`config.mk`:
```
export PLATFORM = sky130hd
export DESIGN_NAME = uart_tx_arbiter_flat
export DESIGN_NICKNAME = d
export VERILOG_FILES = /design/src/rtl/uart_tx_arbiter_if.sv /design/src/rtl/uart_tx_arbiter.sv /design/src/flat_wrapper.sv
export SDC_FILE = /design/constraint.sdc
export NUM_CORES = 1
export LEC_CHECK = 0
export CAP_MARGIN = 20
export CORE_MARGIN = 2
export CORE_UTILIZATION = 30
export CTS_CLUSTER_SIZE = 10
export DETAILED_ROUTE_END_ITERATION = 6
export HOLD_SLACK_MARGIN = 0.15
export PLACE_DENSITY_LB_ADDON = 0.25
export REMOVE_ABC_BUFFERS = 1
export SLEW_MARGIN = 20
export SYNTH_ARGS = -nofsm -noshare
export SYNTH_HDL_FRONTEND = slang
export SYNTH_SLANG_ARGS = --single-unit
export TNS_END_PERCENT = 5
```
`constraint.sdc`:
```
create_clock -name clk_12p0 -period 3.7 [get_ports clk_12p0]
set_input_delay 0.74 -clock clk_12p0 [delete_from_list [all_inputs] [get_ports clk_12p0]]
set_output_delay 0.74 -clock clk_12p0 [all_outputs]
set_load 0.005 [all_outputs]
```
`src/rtl/uart_tx_arbiter_if.sv`:
```
// uart_tx_arbiter_if -- byte request bus shared by three UART transmit requesters.
//   req_valid[2:0]  per-requester byte valid (bit i = requester i)
//   req_data[23:0]  per-requester byte, requester i on bits [8i+7:8i]
//   req_last[2:0]   per-requester end-of-packet flag, qualified by req_valid
//   req_ready[2:0]  per-requester one-cycle accept strobe from the arbiter
// master: requester side; slave: arbiter side.
interface uart_tx_arbiter_if;
  logic [2:0]  req_valid;
  logic [23:0] req_data;
  logic [2:0]  req_last;
  logic [2:0]  req_ready;

  modport master (output req_valid, output req_data, output req_last, input req_ready);
  modport slave  (input req_valid, input req_data, input req_last, output req_ready);
endinterface

```
`src/rtl/uart_tx_arbiter.sv`:
```
// uart_tx_arbiter -- round-robin arbiter of three byte requesters onto one
// UART transmit line with packet locking and a lock timeout.
// Ports:
//   clk_12p0  in   sole clock, rising edge
//   rst       in   synchronous active-high reset
//   bus       slave modport of uart_tx_arbiter_if (req_valid/data/last/ready)
//   uart_tx   out  registered serial line, idle high
//   busy      out  high while a frame is on the line or a lock is held
//   grant_id  out  requester currently or last granted
// Parameters: CLKS_PER_BIT (2..65535), LOCK_TIMEOUT (1..65535).
// Optional feature: define UART_TX_PARITY_EN for an even-parity bit (8E1);
// undefined gives 8N1.
module uart_tx_arbiter #(
  parameter int unsigned CLKS_PER_BIT = 104,
  parameter int unsigned LOCK_TIMEOUT = 1250
) (
  input  logic              clk_12p0,
  input  logic              rst,
  uart_tx_arbiter_if.slave  bus,
  output logic              uart_tx,
  output logic              busy,
  output logic [1:0]        grant_id
);

`ifdef UART_TX_PARITY_EN
  typedef enum logic [2:0] {IDLE, START, DATA, PARITY, STOP, HOLD} state_t;
`else
  typedef enum logic [2:0] {IDLE, START, DATA, STOP, HOLD} state_t;
`endif

  localparam logic [15:0] BIT_END = 16'(CLKS_PER_BIT - 1);
  localparam logic [15:0] TO_END  = 16'(LOCK_TIMEOUT - 1);

  state_t      state, state_n;
  logic [15:0] cnt, cnt_n;
  logic [2:0]  bit_idx, bit_n;
  logic [7:0]  shreg, shreg_n;
  logic        last_q, last_n;
  logic [1:0]  grant_q, grant_n;
  logic [1:0]  rr_ptr, rr_n;
  logic [15:0] to_cnt, to_n;
  logic        tx_q, tx_n;
`ifdef UART_TX_PARITY_EN
  logic        par_q, par_n;
`endif

  logic [2:0]  ready;
  logic        take;
  logic [1:0]  take_idx;
  logic        pick_ok;
  logic [1:0]  pick;
  logic [1:0]  idx;
  logic [7:0]  take_byte;

  function automatic logic [1:0] wrap3(input logic [2:0] v);
    return (v >= 3'd3) ? 2'(v - 3'd3) : v[1:0];
  endfunction

  function automatic logic [7:0] sel_byte(input logic [23:0] d, input logic [1:0] i);
    case (i)
      2'd1:    return d[15:8];
      2'd2:    return d[23:16];
      default: return d[7:0];
    endcase
  endfunction

  always_ff @(posedge clk_12p0) begin
    if (rst) begin
      state   <= IDLE;
      cnt     <= '0;
      bit_idx <= '0;
      shreg   <= '0;
      last_q  <= 1'b0;
      grant_q <= '0;
      rr_ptr  <= '0;
      to_cnt  <= '0;
      tx_q    <= 1'b1;
`ifdef UART_TX_PARITY_EN
      par_q   <= 1'b0;
`endif
    end else begin
      state   <= state_n;
      cnt     <= cnt_n;
      bit_idx <= bit_n;
      shreg   <= shreg_n;
      last_q  <= last_n;
      grant_q <= grant_n;
      rr_ptr  <= rr_n;
      to_cnt  <= to_n;
      tx_q    <= tx_n;
`ifdef UART_TX_PARITY_EN
      par_q   <= par_n;
`endif
    end
  end

  always_comb begin
    state_n   = state;
    cnt_n     = cnt;
    bit_n     = bit_idx;
    shreg_n   = shreg;
    last_n    = last_q;
    grant_n   = grant_q;
    rr_n      = rr_ptr;
    to_n      = to_cnt;
    tx_n      = tx_q;
`ifdef UART_TX_PARITY_EN
    par_n     = par_q;
`endif
    ready     = '0;
    take      = 1'b0;
    take_idx  = grant_q;
    take_byte = '0;
    pick_ok   = 1'b0;
    pick      = rr_ptr;
    idx       = rr_ptr;

    // First valid requester scanning upward from rr_ptr, wrapping at 3.
    for (int unsigned k = 0; k < 3; k++) begin
      idx = wrap3({1'b0, rr_ptr} + 3'(k));
      if (!pick_ok && bus.req_valid[idx]) begin
        pick_ok = 1'b1;
        pick    = idx;
      end
    end

    case (state)
      IDLE: begin
        if (pick_ok) begin
          take     = 1'b1;
          take_idx = pick;
        end
      end
      START: begin
        if (cnt == BIT_END) begin
          state_n = DATA;
          cnt_n   = '0;
          bit_n   = '0;
          tx_n    = shreg[0];
        end else begin
          cnt_n = cnt + 16'd1;
        end
      end
      DATA: begin
        if (cnt == BIT_END) begin
          cnt_n = '0;
          if (bit_idx == 3'd7) begin
`ifdef UART_TX_PARITY_EN
            state_n = PARITY;
            tx_n    = par_q;
`else
            state_n = STOP;
            tx_n    = 1'b1;
`endif
          end else begin
            bit_n   = bit_idx + 3'd1;
            shreg_n = shreg >> 1;
            tx_n    = shreg[1];
          end
        end else begin
          cnt_n = cnt + 16'd1;
        end
      end
`ifdef UART_TX_PARITY_EN
      PARITY: begin
        if (cnt == BIT_END) begin
          state_n = STOP;
          cnt_n   = '0;
          tx_n    = 1'b1;
        end else begin
          cnt_n = cnt + 16'd1;
        end
      end
`endif
      STOP: begin
        if (cnt == BIT_END) begin
          cnt_n   = '0;
          to_n    = '0;
          state_n = last_q ? IDLE : HOLD;
        end else begin
          cnt_n = cnt + 16'd1;
        end
      end
      HOLD: begin
        if (bus.req_valid[grant_q]) begin
          take     = 1'b1;
          take_idx = grant_q;
        end else if (to_cnt == TO_END) begin
          state_n = IDLE;
          rr_n    = wrap3({1'b0, grant_q} + 3'd1);
        end else begin
          to_n = to_cnt + 16'd1;
        end
      end
      default: state_n = IDLE;
    endcase

    // Accept path is shared by IDLE and HOLD; the start bit is launched on
    // the same edge that captures the byte.
    if (take) begin
      take_byte       = sel_byte(bus.req_data, take_idx);
      ready[take_idx] = 1'b1;
      grant_n         = take_idx;
      shreg_n         = take_byte;
      last_n          = bus.req_last[take_idx];
`ifdef UART_TX_PARITY_EN
      par_n           = ^take_byte;
`endif
      state_n         = START;
      cnt_n           = '0;
      to_n            = '0;
      tx_n            = 1'b0;
      if (bus.req_last[take_idx]) rr_n = wrap3({1'b0, take_idx} + 3'd1);
    end
  end

  assign bus.req_ready = rst ? 3'b000 : ready;
  assign uart_tx       = tx_q;
  assign busy          = (state != IDLE);
  assign grant_id      = grant_q;

endmodule

```
`src/flat_wrapper.sv`:
```
// flat-port wrapper written by rule: the top's interface ports become plain ports
module uart_tx_arbiter_flat 
#(
  parameter int unsigned CLKS_PER_BIT = 104,
  parameter int unsigned LOCK_TIMEOUT = 1250
)
  (clk_12p0, rst, uart_tx, busy, grant_id, bus_req_valid, bus_req_data, bus_req_last, bus_req_ready);
  uart_tx_arbiter_if bus_i ();
  input  logic clk_12p0;
  input  logic rst;
  output logic uart_tx;
  output logic busy;
  output logic [1:0] grant_id;
  input wire logic [$bits(bus_i.req_valid)-1:0] bus_req_valid;
  input wire logic [$bits(bus_i.req_data)-1:0] bus_req_data;
  input wire logic [$bits(bus_i.req_last)-1:0] bus_req_last;
  output wire logic [$bits(bus_i.req_ready)-1:0] bus_req_ready;
  assign bus_i.req_valid = bus_req_valid;
  assign bus_i.req_data = bus_req_data;
  assign bus_i.req_last = bus_req_last;
  assign bus_req_ready = bus_i.req_ready;
  uart_tx_arbiter #(.CLKS_PER_BIT(CLKS_PER_BIT), .LOCK_TIMEOUT(LOCK_TIMEOUT)) u_core (.clk_12p0(clk_12p0), .rst(rst), .bus(bus_i), .uart_tx(uart_tx), .busy(busy), .grant_id(grant_id));
endmodule
```
==> impl_results.rst <==
.. list-table::
   :header-rows: 1

   * - Metric
     - Value
   * - Outcome
     - complete, no violations
   * - Synthesized instance count
     - 388
   * - Number of buffers inserted by hold repair at cts
     - 0
   * - Area used by multi-input combinational logic
     - 1940 µm²
   * - Most prevalent standard cell on the critical path
     - sky130_fd_sc_hd__buf_4
   * - Floorplan die width
     - 105 µm
   * - Number of flops mapped to enable cells by yosys
     - 0
   * - Time the final worst path needs with I/O delays and setup
     - 3.56 ns
   * - Worst flop-to-flop path endpoint
     - u_core.shreg[2]
   * - Post-route standard cell area excluding fillers
     - 3950 µm²
   * - Synth Flop Type
     - sky130_fd_sc_hd__dfxtp_1
   * - Global-route wire length before repair
     - 12300 µm
   * - PD cells
     - 499 nW/µm²
   * - Most area-consuming cells after synthesis
     - sky130_fd_sc_hd__dfxtp_1 (34%), sky130_fd_sc_hd__nor2_1 (8.1%), sky130_fd_sc_hd__ha_1 (5.3%), sky130_fd_sc_hd__xnor2_1 (4.0%), sky130_fd_sc_hd__nand2_1 (3.9%)
   * - Pin count of the biggest net entering global routing
     - 23
   * - Type of element launching the critical path
     - input port
   * - Antenna violations before repair
     - 0
   * - Number of max-slew violations in the final report
     - 0
   * - Total global routing overflow
     - 0
   * - Initial core utilization
     - 0.305
   * - Detailed-routing iteration count for the pre-antenna-repair pass
     - 4
   * - Overall track demand over capacity in global routing
     - 0.131
   * - Post-placement setup slack
     - -0.428 ns
   * - FF+latch count, synth
     - 52
   * - Placeable Area
     - 10100 µm²
   * - Fraction of post-synthesis cell area in the top cell type by area
     - 0.337
   * - Unique cell type count in the Yosys netlist
     - 52
   * - Number of placed instances, taps included
     - 573
   * - Final design utilization
     - 0.389
   * - Number of global-route vias before repair
     - 2713
   * - CTS sink count
     - 52
   * - Category of the critical setup timing path
     - in -> out
   * - Synthesized area per cell
     - 7.96 µm²
   * - Final setup margin
     - 0.143 ns
   * - Maximum fanout encountered on the critical timing path
     - 4
   * - Per-cell via count in the routed design
     - 4.83
   * - Seq/Total Area, Yosys
     - 0.337
   * - Launch point of the critical path
     - bus_req_valid[0]
   * - Via count of the routed design
     - 2821
   * - Number of filler cells placed in the layout
     - 1037
   * - Placed wire-length estimate after detailed placement
     - 5340 µm
   * - Count of final hold-check violations
     - 0
   * - Maximum root-to-sink buffer count
     - 2
   * - Max stage delay cell, worst path
     - sky130_fd_sc_hd__a222oi_1
   * - Setup repair after global routing missed its margin
     - true
   * - Die footprint
     - 11100 µm²
   * - Detail Route Antenna Nets
     - 0
   * - Ratio of cells with drive above 1 in the final layout
     - 0.132
   * - Mapped cell area
     - 3090 µm²
   * - Worst-skew pair later-pin latency
     - 0.30 ns
   * - Critical register-to-register path startpoint
     - u_core.rr_ptr[1]
   * - Post-synthesis cell type with the largest combined area
     - sky130_fd_sc_hd__dfxtp_1
   * - 1st-iter DRT viols
     - 182
   * - CTS root buffer
     - sky130_fd_sc_hd__clkbuf_8
   * - Final non-filler cell total
     - 584
   * - Origin of the worst min-delay path
     - u_core.bit_idx[0]
   * - Sort of element at the end of the critical path
     - output pin
   * - Highest Clock Rate
     - 281 MHz
   * - Commonest non-fill, non-tap cells in the layout
     - sky130_fd_sc_hd__nor2_1 (67), sky130_fd_sc_hd__dfxtp_1 (50), sky130_fd_sc_hd__nand2_1 (32), sky130_fd_sc_hd__clkdlybuf4s50_1 (32), sky130_fd_sc_hd__buf_4 (29)
   * - Total Wirelength
     - 7070 µm
   * - R2R Setup Slk
     - 0.57 ns
   * - Hold Path Cell Cnt
     - 2
   * - Worst-case hold path end point
     - u_core.bit_idx[0]
   * - Slew @ Worst Pin
     - 0.520 ns
   * - I/O pin count
     - 39
   * - Number of clock buffers inserted by TritonCTS
     - 5
   * - Layout overhead on the synthesized area
     - 27.8%
   * - Max-capacitance violation count
     - 0
   * - Cell row count
     - 37
   * - Mean routed wirelength per cell
     - 12.1 µm
   * - Post-synth ARST share
     - 0
   * - Kind of cell with the highest combined delay on the critical path
     - buffers and inverters
   * - Worst stage delay on the critical path
     - 0.41 ns
   * - Nets@finish
     - 492
   * - Placer Congestion
     - 0.861
   * - Leakage Power
     - 1.43 nW
   * - CP Buf/Inv Count
     - 5
   * - Crit path cell chain
     - dlygate4sd2_1, mux2_4, a222oi_1, buf_4, a221oi_1, o31a_1, buf_4, inv_1, ha_2, nor3b_2, clkbuf_2
   * - Worst reg-to-reg path cell count
     - 17
   * - Vertical die dimension
     - 105 µm
   * - Most common cell after layout, fill and taps aside
     - sky130_fd_sc_hd__nor2_1
   * - IR drop worst, VDD
     - 0.000337 V
   * - CTS HTree Levels
     - 2
   * - Worst Hold Slack
     - 0.476 ns
   * - Total area of sequential cells
     - 1050 µm²
   * - # diodes
     - 0
   * - Number of remaining DRC errors
     - 0
   * - Setup violations, final
     - 0
   * - Placed instance area
     - 3770 µm²
   * - Maximum clock skew at final layout
     - 0.00868 ns
   * - Required time at the endpoint of the critical path
     - 2.96 ns
   * - Worst-path clk slew
     - 0.09 ns
   * - Type of the worst min-delay path
     - reg -> reg
   * - Portion of the clock cycle consumed by the worst path in the final layout
     - 0.961
   * - Tightest slew margin relative to the limit
     - 0.653
   * - TritonCTS clock tree
     - built
   * - Buffers on Ports
     - 38
   * - Arr. time, crit path
     - 2.82 ns
   * - Count of synthesis-stage warnings from yosys
     - 0
==> sequential cells by signal, summed over array words and instances, names as in the netlist <==
signal,count
u_core.bit_idx,3
u_core.cnt,16
u_core.grant_id,2
u_core.last_q,1
u_core.rr_ptr,2
u_core.shreg,8
u_core.state,3
u_core.to_cnt,16
u_core.uart_tx,1
==> layer usage <==
metal  routed length, µm  vias to the layer above  part of all wire  track usage
li1                    -                     1485                 -            -
met1                3480                     1271              0.49        0.175
met2                3220                       57              0.46        0.215
met3                 288                        8             0.041       0.0272
met4                  74                        0             0.010       0.0324
met5                   0                        -                 0            0
==> stage by stage <==
stage	TNS, ns	power [mW]
after floorplan	0	1.17
after global placement	-1.00	1.52
after detailed placement	-1.12	1.52
after CTS	0	1.98
after global routing	-0.0154	2.12
final	0	1.97
==> worst reg2reg max path, delay by kind of cell, from the launching register on <==
kind,cells,cell delay (ns)
mux,1,0.30
buf+inv,6,0.73
compound gates,6,1.13
flops,1,0.38
simple gates,2,0.12
fa+ha+maj,2,0.36
==> layout make-up <==
type                            count  area share
Inverter                           18      0.0171
Multi-Input combinational cell    302       0.492
Timing Repair Buffer               68       0.150
Clock inverter                      1     0.00761
Clock buffer                        7      0.0244
Sequential cell                    52       0.266
Tap cell                          136      0.0431
==> worst max path at each step <==
stage	to	slack (ns)	cells past startpoint
final	bus_req_ready[1]	0.14	11
after global placement	bus_req_ready[1]	-0.38	8
after floorplan	bus_req_ready[0]	0.28	5
after detailed placement	bus_req_ready[1]	-0.43	8
after global routing	bus_req_ready[1]	-0.02	11
after CTS	bus_req_ready[0]	0.01	12
==> power breakdown <==
part           leakage, nW  internal (mW)  switching (mW)  total, mW
combinational        0.941          0.445           0.422      0.867
clock               0.0645          0.239           0.183      0.422
sequential           0.423          0.626          0.0536      0.680
==> cell usage after synthesis (all sizes together), types with 2 or more instances <==
cell type and n:
nor4 3, a21oi 21, and2 2, nor3 12, o31ai 3, nand3 13
nor3b 4, or2 3, xnor2 14, and3b 2, and3 2, ha 13
mux2 5, or3 6, a31oi 4, nand2 32, a211oi 11, nor4b 4
buf 2, and4 2, clkbuf 14, o21ai 13, nor2 67, dfxtp 52
nor2b 4, nand4 10, a22oi 9, o22ai 2, mux2i 8, and4b 2
xor2 13, a21o 2, inv 18
==> cells by family (layout without fill, tap and decap cells) <==
family	Yosys count	after routing	synth area share
xor gates and xnor gates	27	27	0.0766
and+or+nand+nor	174	174	0.277
adders and majority gates	13	13	0.0527
buffers and inverters	34	94	0.0442
DFF	52	52	0.337
muxes	13	13	0.0478
AOI/OAI and AO/OA	75	75	0.165
==> what timing repair did <==
| item | in CTS | in global routing |
|---|---|---|
| buffers inserted | 3 | 0 |
| endpoints found under the setup margin | 3 | 3 |
| pin swaps | 5 | 3 |
| gates cloned | 0 | 0 |
| resized for setup | 11 | 12 |
(Power assumes the default switching activity.)
